===== config.mk =====
export PLATFORM = sky130hd
export DESIGN_NAME = rssb_ctrl
export DESIGN_NICKNAME = d
export VERILOG_FILES = /design/src/rtl/rssb_pkg.sv /design/src/rtl/rssb_sub.sv /design/src/rtl/rssb_ctrl.sv
export SDC_FILE = /design/constraint.sdc
export NUM_CORES = 1
export LEC_CHECK = 0
export ABC_AREA = 1
export CAP_MARGIN = 0
export CORE_MARGIN = 1
export CORE_UTILIZATION = 36
export CTS_CLUSTER_SIZE = 10
export DETAILED_ROUTE_END_ITERATION = 16
export PLACE_DENSITY_LB_ADDON = 0.05
export SYNTH_ARGS = -nofsm -noshare
export SYNTH_HDL_FRONTEND = slang
export SYNTH_SLANG_ARGS = --single-unit

===== constraint.sdc =====
create_clock -name clk -period 5.75 [get_ports clk]
set_clock_uncertainty 0.15 [all_clocks]
set_input_delay 1.15 -clock clk [delete_from_list [all_inputs] [get_ports clk]]
set_output_delay 1.15 -clock clk [all_outputs]
set_load 0.01 [all_outputs]

===== src/rtl/rssb_pkg.sv =====
// Shared types and default constants for the RSSB one-instruction core.
package rssb_pkg;

  typedef enum logic [2:0] {
    IDLE,
    FETCH,
    EXEC,
    WB,
    HALT
  } rssb_state_t;

  localparam logic [7:0] RSSB_RESET_PC  = 8'h80;
  localparam logic [7:0] RSSB_HALT_ADDR = 8'hFF;

endpackage


===== src/rtl/rssb_sub.sv =====
// Reverse subtract m - a, widened by one bit so the top bit is the borrow.
module rssb_sub #(
  parameter int WIDTH = 8
) (
  input  logic [WIDTH-1:0] m,
  input  logic [WIDTH-1:0] a,
  output logic [WIDTH-1:0] diff,
  output logic             borrow
);

  logic [WIDTH:0] full;

  assign full   = {1'b0, m} - {1'b0, a};
  assign diff   = full[WIDTH-1:0];
  assign borrow = full[WIDTH];

endmodule


===== src/rtl/rssb_ctrl.sv =====
// RSSB sequencer: owns PC, accumulator and the RAM port; one instruction
// takes FETCH, EXEC and WB, with a borrow skipping the next word.
module rssb_ctrl
  import rssb_pkg::*;
#(
  parameter int               WIDTH     = 8,
  parameter logic [WIDTH-1:0] RESET_PC  = RSSB_RESET_PC,
  parameter logic [WIDTH-1:0] HALT_ADDR = RSSB_HALT_ADDR
) (
  input  logic             clk,
  input  logic             rst,
  input  logic             start,
  input  logic             stop,
  output logic [WIDTH-1:0] mem_addr,
  output logic             mem_write,
  output logic [WIDTH-1:0] mem_wdata,
  input  logic [WIDTH-1:0] mem_rdata,
  output logic             busy,
  output logic             halted,
  output logic [WIDTH-1:0] pc,
  output logic [WIDTH-1:0] acc,
  output logic [15:0]      instr_cnt
);

  localparam logic [WIDTH-1:0] PC_STEP = WIDTH'(1);
  localparam logic [WIDTH-1:0] PC_SKIP = WIDTH'(2);

  rssb_state_t      state_q, state_d;
  logic [WIDTH-1:0] pc_q, pc_d;
  logic [WIDTH-1:0] acc_q, acc_d;
  logic [WIDTH-1:0] x_q, x_d;
  logic [WIDTH-1:0] diff_q, diff_d;
  logic             borrow_q, borrow_d;
  logic [15:0]      cnt_q, cnt_d;

  logic [WIDTH-1:0] sub_diff;
  logic             sub_borrow;

  rssb_sub #(.WIDTH(WIDTH)) u_sub (
    .m      (mem_rdata),
    .a      (acc_q),
    .diff   (sub_diff),
    .borrow (sub_borrow)
  );

  // NOTE: state uses non-blocking assignments so every register samples the
  // pre-edge values; the combinational block below uses blocking ones.
  always_ff @(posedge clk or negedge rst) begin
    if (!rst) begin
      state_q  <= IDLE;
      pc_q     <= RESET_PC;
      acc_q    <= '0;
      x_q      <= '0;
      diff_q   <= '0;
      borrow_q <= 1'b0;
      cnt_q    <= '0;
    end else begin
      state_q  <= state_d;
      pc_q     <= pc_d;
      acc_q    <= acc_d;
      x_q      <= x_d;
      diff_q   <= diff_d;
      borrow_q <= borrow_d;
      cnt_q    <= cnt_d;
    end
  end

  // NOTE: every output and next-state value gets a default first so no latch
  // is inferred; memory-port outputs decode from state, so an asynchronous
  // reset drops mem_write in the same instant.
  always_comb begin
    state_d   = state_q;
    pc_d      = pc_q;
    acc_d     = acc_q;
    x_d       = x_q;
    diff_d    = diff_q;
    borrow_d  = borrow_q;
    cnt_d     = cnt_q;
    mem_addr  = '0;
    mem_write = 1'b0;
    mem_wdata = '0;

    case (state_q)
      IDLE, HALT: begin
        if (start) begin
          state_d = FETCH;
          pc_d    = RESET_PC;
          acc_d   = '0;
          cnt_d   = '0;
        end
      end
      FETCH: begin
        mem_addr = pc_q;
        x_d      = mem_rdata;
        if (mem_rdata == HALT_ADDR || stop) state_d = HALT;
        else                                state_d = EXEC;
      end
      EXEC: begin
        mem_addr = x_q;
        diff_d   = sub_diff;
        borrow_d = sub_borrow;
        state_d  = WB;
      end
      WB: begin
        mem_addr  = x_q;
        mem_write = 1'b1;
        mem_wdata = diff_q;
        acc_d     = diff_q;
        pc_d      = pc_q + (borrow_q ? PC_SKIP : PC_STEP);
        if (cnt_q != 16'hFFFF) cnt_d = cnt_q + 16'd1;
        state_d   = FETCH;
      end
      default: state_d = IDLE;
    endcase
  end

  assign busy      = (state_q == FETCH) || (state_q == EXEC) || (state_q == WB);
  assign halted    = (state_q == HALT);
  assign pc        = pc_q;
  assign acc       = acc_q;
  assign instr_cnt = cnt_q;

endmodule

==> results.py, run 1 <==
metrics = {
    "routing": {
        "top_layer": "met4",
        "drtAntennaViolNets": 0,
        "wirelength_um": 7610,
        "vias": 2757,
        "avgViaCountPerCell": 4.75,
        "drt_first_pass_iters": 4,
        "wl_met1_um": 3960,
        "wl_met2_um": 3310,
        "route.met3.wl_um": 283,
        "remaining_drc_errors": 0,
        "drt_iter0_markers": 52,
        "wl_per_cell_um": 13.1,
    },
    "critical_path": {
        "required_ps": 4450,
        "worstPathArrival_ps": 2140,
        "reg2reg_depth": 8,
        "crit_fanout": 27,
        "critical_path_class": "flop to primary output",
        "worst_r2r_startpoint": "state_q[2]$_DFFE_PN0P_",
        "r2r_slack_ps": 3590,
        "cp-start-kind": "flop",
        "worstSetupEndpointType": "primary output",
        "worstReg2RegEnd": "instr_cnt[13]$_DFFE_PN0P_",
    },
    "grt": {
        "grt_pass1_vias": 2585,
        "grt_max_degree": 53,
        "antenna_found_initial": 0,
        "grt_pass1_wl_um": 12700,
        "grt-ovfl-total": 0,
        "grt_usage": 0.181,
    },
    "sta": {
        "post-route-min-period_ps": 3440,
        "hold_slack_ps": 338,
        "max_slew_margin": 0.540,
        "max_freq_mhz": 291,
        "hold_viol_final": 0,
        "post-route-period-util": 0.598,
        "rsz0062_at_grt": "false",
        "final-max-slew-violation-count": 0,
        "setup_viol": 0,
        "tns_ps": 0,
        "tightest_slew_ps": 690,
    },
    "final_layout": {
        "final_nets": 500,
        "fin_cells": 581,
        "final_core_util": 0.467,
        "area_growth_pct": 24.1,
        "drive_gt1_frac": 0.0861,
        "antenna_cells": 0,
    },
    "synth": {
        "synth_seq_cells": 52,
        "syn_area_um2": 3140,
        "ys_types": 38,
        "synth.avg_cell_area_um2": 7.59,
        "async_flop_share": 1.00,
        "netlist_instances": 414,
        "synth_edf_count": 0,
        "synth_seq_area_share": 0.415,
        "synth_nets": 439,
        "synthTopCellsByCount": "nand2_1, inv_1, dfrtp_1",
        "synth_ff_type": "dfrtp_1",
        "yosys_warnings": 0,
        "yosys.area.top_type": "dfrtp_1",
        "synth_top_area_frac": 0.406,
        "ys_top_cells_by_area": "dfrtp_1, nand2_1, inv_1",
        "yosysMostFrequentCell": "nand2_1",
    },
    "clocking": {
        "ctsLongestPathBuffers": 2,
        "cts-htree-levels": 2,
        "cts_setup_buffers": 0,
        "cts.clk_slew.worst_paths_ps": 100,
        "clk_latency_ps": 300,
        "cts_sinks": 52,
        "cts_tree": "yes",
        "cts_inserted_buffers": 5,
        "cts_hold_buf": 0,
        "ctsResizeCount": 0,
        "cts-root-buf": "clkbuf_8",
    },
    "hold_path": {
        "min_to": "diff_q[6]$_DFFE_PN0N_",
        "worst_hold_path_type": "flop to flop",
        "holdPathStages": 2,
        "min_from": "diff_q[6]$_DFFE_PN0N_",
    },
    "placed_design": {
        "gp_congestion": 0.821,
        "port_buffers": 62,
        "dp_hpwl_um": 5630,
        "placed_cells": 573,
    },
    "floorplan": {
        "num_io_pins": 63,
        "coreArea_um2": 8340,
        "die-area_um2": 9100,
        "fp.dieW_um": 95.4,
        "rows": 33,
        "die_y_um": 95.4,
        "floorplan.initialDensity": 0.377,
    },
    "pwr": {
        "switching_share": 0.425,
        "p_seq_frac": 0.373,
        "powerDensity_nw_per_um2": 376,
        "combPwrFrac": 0.487,
        "vdd_drop_max_v": 0.000195,
        "p_clk_frac": 0.140,
        "p_leak_nw": 1.84,
        "p_switching_mw": 0.624,
        "finalPower_mw": 1.47,
        "p_int_mw": 0.844,
    },
    "run": {
        "max-cap-violations": 0,
    },
    "status": {
        "status": "complete, no violations",
    },
}
## flip-flops by register name, indices dropped and copies added, names as in the netlist
register,count
borrow_q,1
state_q,3
diff_q,8
acc,8
x_q,8
pc,8
instr_cnt,16
## worst max-delay path, cell delays in order (launching register included)
cell	delay (ps)
dfrtp_1	460
inv_2	110
nand3_4	280
inv_2	390
clkdlybuf4s50_1	600
## metrics by stage
step | instance area (um2) | setup slack (ps)
finish | 3900 | 2310
global route | 3900 | 2170
CTS | 3900 | 2270
detailed placement | 3820 | 2440
global placement | 3820 | 2500
floorplan | 3140 | 3110
## placed cells by master, fill, tap and decap left out, types with 2 or more instances in the layout
master	n
ha_1	11
o22ai_1	9
nand4_1	5
inv_1	63
o21ai_1	4
a31oi_1	2
o21ai_2	10
a21oi_1	9
nor3_1	2
inv_2	4
nand2_2	4
or2_2	4
nand3_1	22
clkdlybuf4s50_1	61
dfrtp_1	51
clkbuf_8	5
nor2_1	34
nor4_1	2
nor2_4	3
nand3_4	2
fa_1	2
clkbuf_1	2
nand3_2	2
o21ai_0	31
nand2_1	118
## per-layer routing
layer	GRT usage	vias up
li1	-	1450
met1	0.273	1254
met2	0.272	48
met3	0.0279	5
met4	0.0410	0
met5	0	-
## power groups by stage
stage | sequential [mW] | clock [mW] | combinational, mW
detailed placement | 0.555 | 0 | 0.721
CTS | 0.548 | 0.216 | 0.725
floorplan | 0.553 | 0 | 0.489
global route | 0.559 | 0.230 | 0.809
global placement | 0.552 | 0 | 0.720
finish | 0.547 | 0.206 | 0.715
## worst max path at each step
stage | from | end
6_report | state_q[2]$_DFFE_PN0P_ | mem_write
5_1_grt | state_q[2]$_DFFE_PN0P_ | mem_write
4_1_cts | state_q[2]$_DFFE_PN0P_ | mem_write
3_5_place_dp | mem_rdata[0] | diff_q[6]$_DFFE_PN0N_
3_3_place_gp | mem_rdata[0] | diff_q[6]$_DFFE_PN0N_
2_1_floorplan | mem_rdata[0] | diff_q[6]$_DFFE_PN0N_
## kinds of logic after synthesis
logic type      share of synthesized area
simple gates                        0.286
buf+inv                             0.105
flops                               0.415
compound gates                      0.133
fa+ha+maj                          0.0566
xor+xnor                          0.00558
## final cells by class
type	instances	area, um2
Timing Repair Buffer	63	623
Multi-Input combinational cell	286	1510
Clock inverter	1	5.00
Fill cell	835	4440
Sequential cell	52	1300
Clock buffer	7	76.3
Tap cell	105	131
Inverter	67	251
Power figures use the tool's default switching activity.
==> run 2, diff against run 1 <==
==> constraint.sdc (replaced) <==
create_clock -name clk -period 3.1 [get_ports clk]
set_clock_uncertainty 0.15 [all_clocks]
set_input_delay 0.62 -clock clk [delete_from_list [all_inputs] [get_ports clk]]
set_output_delay 0.62 -clock clk [all_outputs]
set_load 0.01 [all_outputs]
==> run 2 against run 1 <==
Effect of this change:
- power rose by 85%
- via count rose by 0.15%
- die area did not move
- register-to-register slack got worse by 2600 ps
- worst hold slack got worse by 250 ps
- design area rose by 0.38%
- clock power rose by 84%
- sequential power rose by 85%
- sequential cell count did not move
- wire length fell by 1.5%
- first-iteration DRC count rose to 2.8 times the previous value
==> results.py, run 2 (same netlist as run 1, synthesis figures left out) <==
metrics = {
    "critical_path": {
        "required_ps": 2330,
        "crit_family": "buffers and inverters",
        "critPathSlowestCell": "clkdlybuf4s50_1",
        "crit_fanout": 25,
        "r2r_slack_ps": 1000,
        "worst-path-buf-inv": 3,
        "worstPathArrival_ps": 2120,
        "reg2reg_depth": 9,
        "worstPathCellList": "inv_1 > nor3_2 > inv_2 > o21ai_0 > clkdlybuf4s50_1",
        "critical_path_class": "flop to primary output",
        "worstReg2RegEnd": "instr_cnt[15]$_DFFE_PN0P_",
        "worst_r2r_startpoint": "state_q[2]$_DFFE_PN0P_",
        "max_stage_delay_ps": 580,
        "worstSetupEndpointType": "primary output",
        "cp-start-kind": "flop",
        "critPathLaunch": "state_q[0]$_DFFE_PN0P_",
    },
    "pwr": {
        "p_leak_nw": 1.85,
        "vdd_drop_max_v": 0.000295,
        "powerDensity_nw_per_um2": 694,
    },
    "sta": {
        "setup_viol": 0,
        "post-route-period-util": 0.931,
        "rsz0062_at_grt": "false",
        "post-route-min-period_ps": 2890,
        "final-max-slew-violation-count": 0,
        "tightest_slew_ps": 603,
        "hold_slack_ps": 90.5,
        "max_freq_mhz": 346,
        "tns_ps": 0,
        "hold_viol_final": 0,
        "max_slew_margin": 0.597,
    },
    "final_layout": {
        "drive_gt1_frac": 0.0900,
        "area_growth_pct": 24.6,
        "largest_reg_flops": 16,
        "final_common_cell": "nand2_1",
        "final_nets": 502,
        "antenna_cells": 0,
        "layout_common_cells": "nand2_1, inv_1, clkdlybuf4s50_1",
    },
    "routing": {
        "top_layer": "met4",
        "avgViaCountPerCell": 4.74,
        "route.met3.wl_um": 283,
        "wl_met2_um": 3230,
        "drt_iter0_markers": 146,
        "drt_first_pass_iters": 5,
        "vias": 2761,
        "wirelength_um": 7490,
        "wl_per_cell_um": 12.8,
        "drtAntennaViolNets": 0,
        "remaining_drc_errors": 0,
        "wl_met1_um": 3920,
    },
    "grt": {
        "grt_max_degree": 28,
        "grt_pass1_vias": 2633,
        "grt_usage": 0.181,
        "antenna_found_initial": 0,
        "grt-ovfl-total": 0,
        "grt_pass1_wl_um": 12800,
    },
    "clocking": {
        "clk_latency_ps": 300,
        "cts_setup_buffers": 0,
        "ctsResizeCount": 0,
        "cts-root-buf": "clkbuf_8",
        "cts_tree": "yes",
        "cts.clk_slew.worst_paths_ps": 90,
        "cts-htree-levels": 2,
        "cts_hold_buf": 0,
        "cts_sinks": 52,
        "cts_inserted_buffers": 5,
        "ctsLongestPathBuffers": 2,
    },
    "placed_design": {
        "port_buffers": 62,
        "gp_congestion": 0.813,
        "dp_hpwl_um": 5690,
    },
    "floorplan": {
        "coreArea_um2": 8340,
        "die-area_um2": 9100,
        "die_y_um": 95.4,
        "rows": 33,
        "fp.dieW_um": 95.4,
        "floorplan.initialDensity": 0.377,
        "num_io_pins": 63,
    },
    "hold_path": {
        "worst_hold_path_type": "input pin to asynchronous set/reset pin",
    },
    "run": {
        "max-cap-violations": 0,
    },
    "status": {
        "status": "complete, no violations",
    },
}
[run 2: cell count changes in the layout (fill, tap and decap cells not counted)]
| cell | change |
|---|---|
| buf_4 | +2 |
[run 2: worst max path at each step]
| stage | to | slack [ps] | depth (start not counted) |
|---|---|---|---|
| final | mem_addr[0] | 210 | 5 |
| after global routing | mem_addr[0] | 60 | 5 |
| after CTS | mem_addr[0] | 190 | 5 |
| after detailed placement | diff_q[6]$_DFFE_PN0N_ | 350 | 10 |
| after global placement | diff_q[6]$_DFFE_PN0N_ | 380 | 10 |
| after floorplan | diff_q[6]$_DFFE_PN0N_ | 990 | 9 |
[run 2: routing by layer]
layer	track usage	vias up
li1	-	1454
met1	0.268	1244
met2	0.283	57
met3	0.0263	6
met4	0.0336	0
met5	0	-
[run 2: area by class of cell]
| class | instances | area, um2 |
|---|---|---|
| Fill cell | 853 | 4430 |
| Inverter | 67 | 251 |
| Clock inverter | 1 | 5.00 |
| Sequential cell | 52 | 1300 |
| Timing Repair Buffer | 65 | 638 |
| Multi-Input combinational cell | 286 | 1510 |
| Tap cell | 105 | 131 |
| Clock buffer | 7 | 76.3 |
[run 2: worst register-to-register path, delay by kind of cell, from the launching register on]
family        cells  cell delay [ps]
simple gates      5              800
buf+inv           4              600
flops             1              460
[run 2: report_power, final]
| group | internal (mW) | switching (mW) | total (mW) |
|---|---|---|---|
| combinational | 0.538 | 0.785 | 1.32 |
| sequential | 0.868 | 0.145 | 1.01 |
| clock | 0.159 | 0.221 | 0.380 |
| total | 1.57 | 1.15 | 2.72 |
[run 2: through the flow]
| step | setup slack [ps] | utilization | total power [mW] | area [um2] | cells |
|---|---|---|---|---|---|
| 2_1_floorplan | 990 | - | 1.93 | 3140 | 414 |
| 3_3_place_gp | 379 | 0.459 | 2.36 | 3830 | 575 |
| 3_5_place_dp | 347 | 0.459 | 2.37 | 3830 | 575 |
| 4_1_cts | 188 | 0.469 | 2.76 | 3910 | 583 |
| 5_1_grt | 62.7 | 0.469 | 2.98 | 3910 | 583 |
| 6_report | 213 | 0.469 | 2.72 | 3910 | 583 |
==> run 3, diff against run 2 <==
--- a/config.mk
+++ b/config.mk
@@ -6,7 +6,6 @@
 export NUM_CORES = 1
 export LEC_CHECK = 0
 export ABC_AREA = 1
-export CAP_MARGIN = 0
 export CORE_MARGIN = 1
 export CORE_UTILIZATION = 36
 export CTS_CLUSTER_SIZE = 10
==> results of run 3 <==
The final DEF is identical to that of run 2; final timing and power are the same.
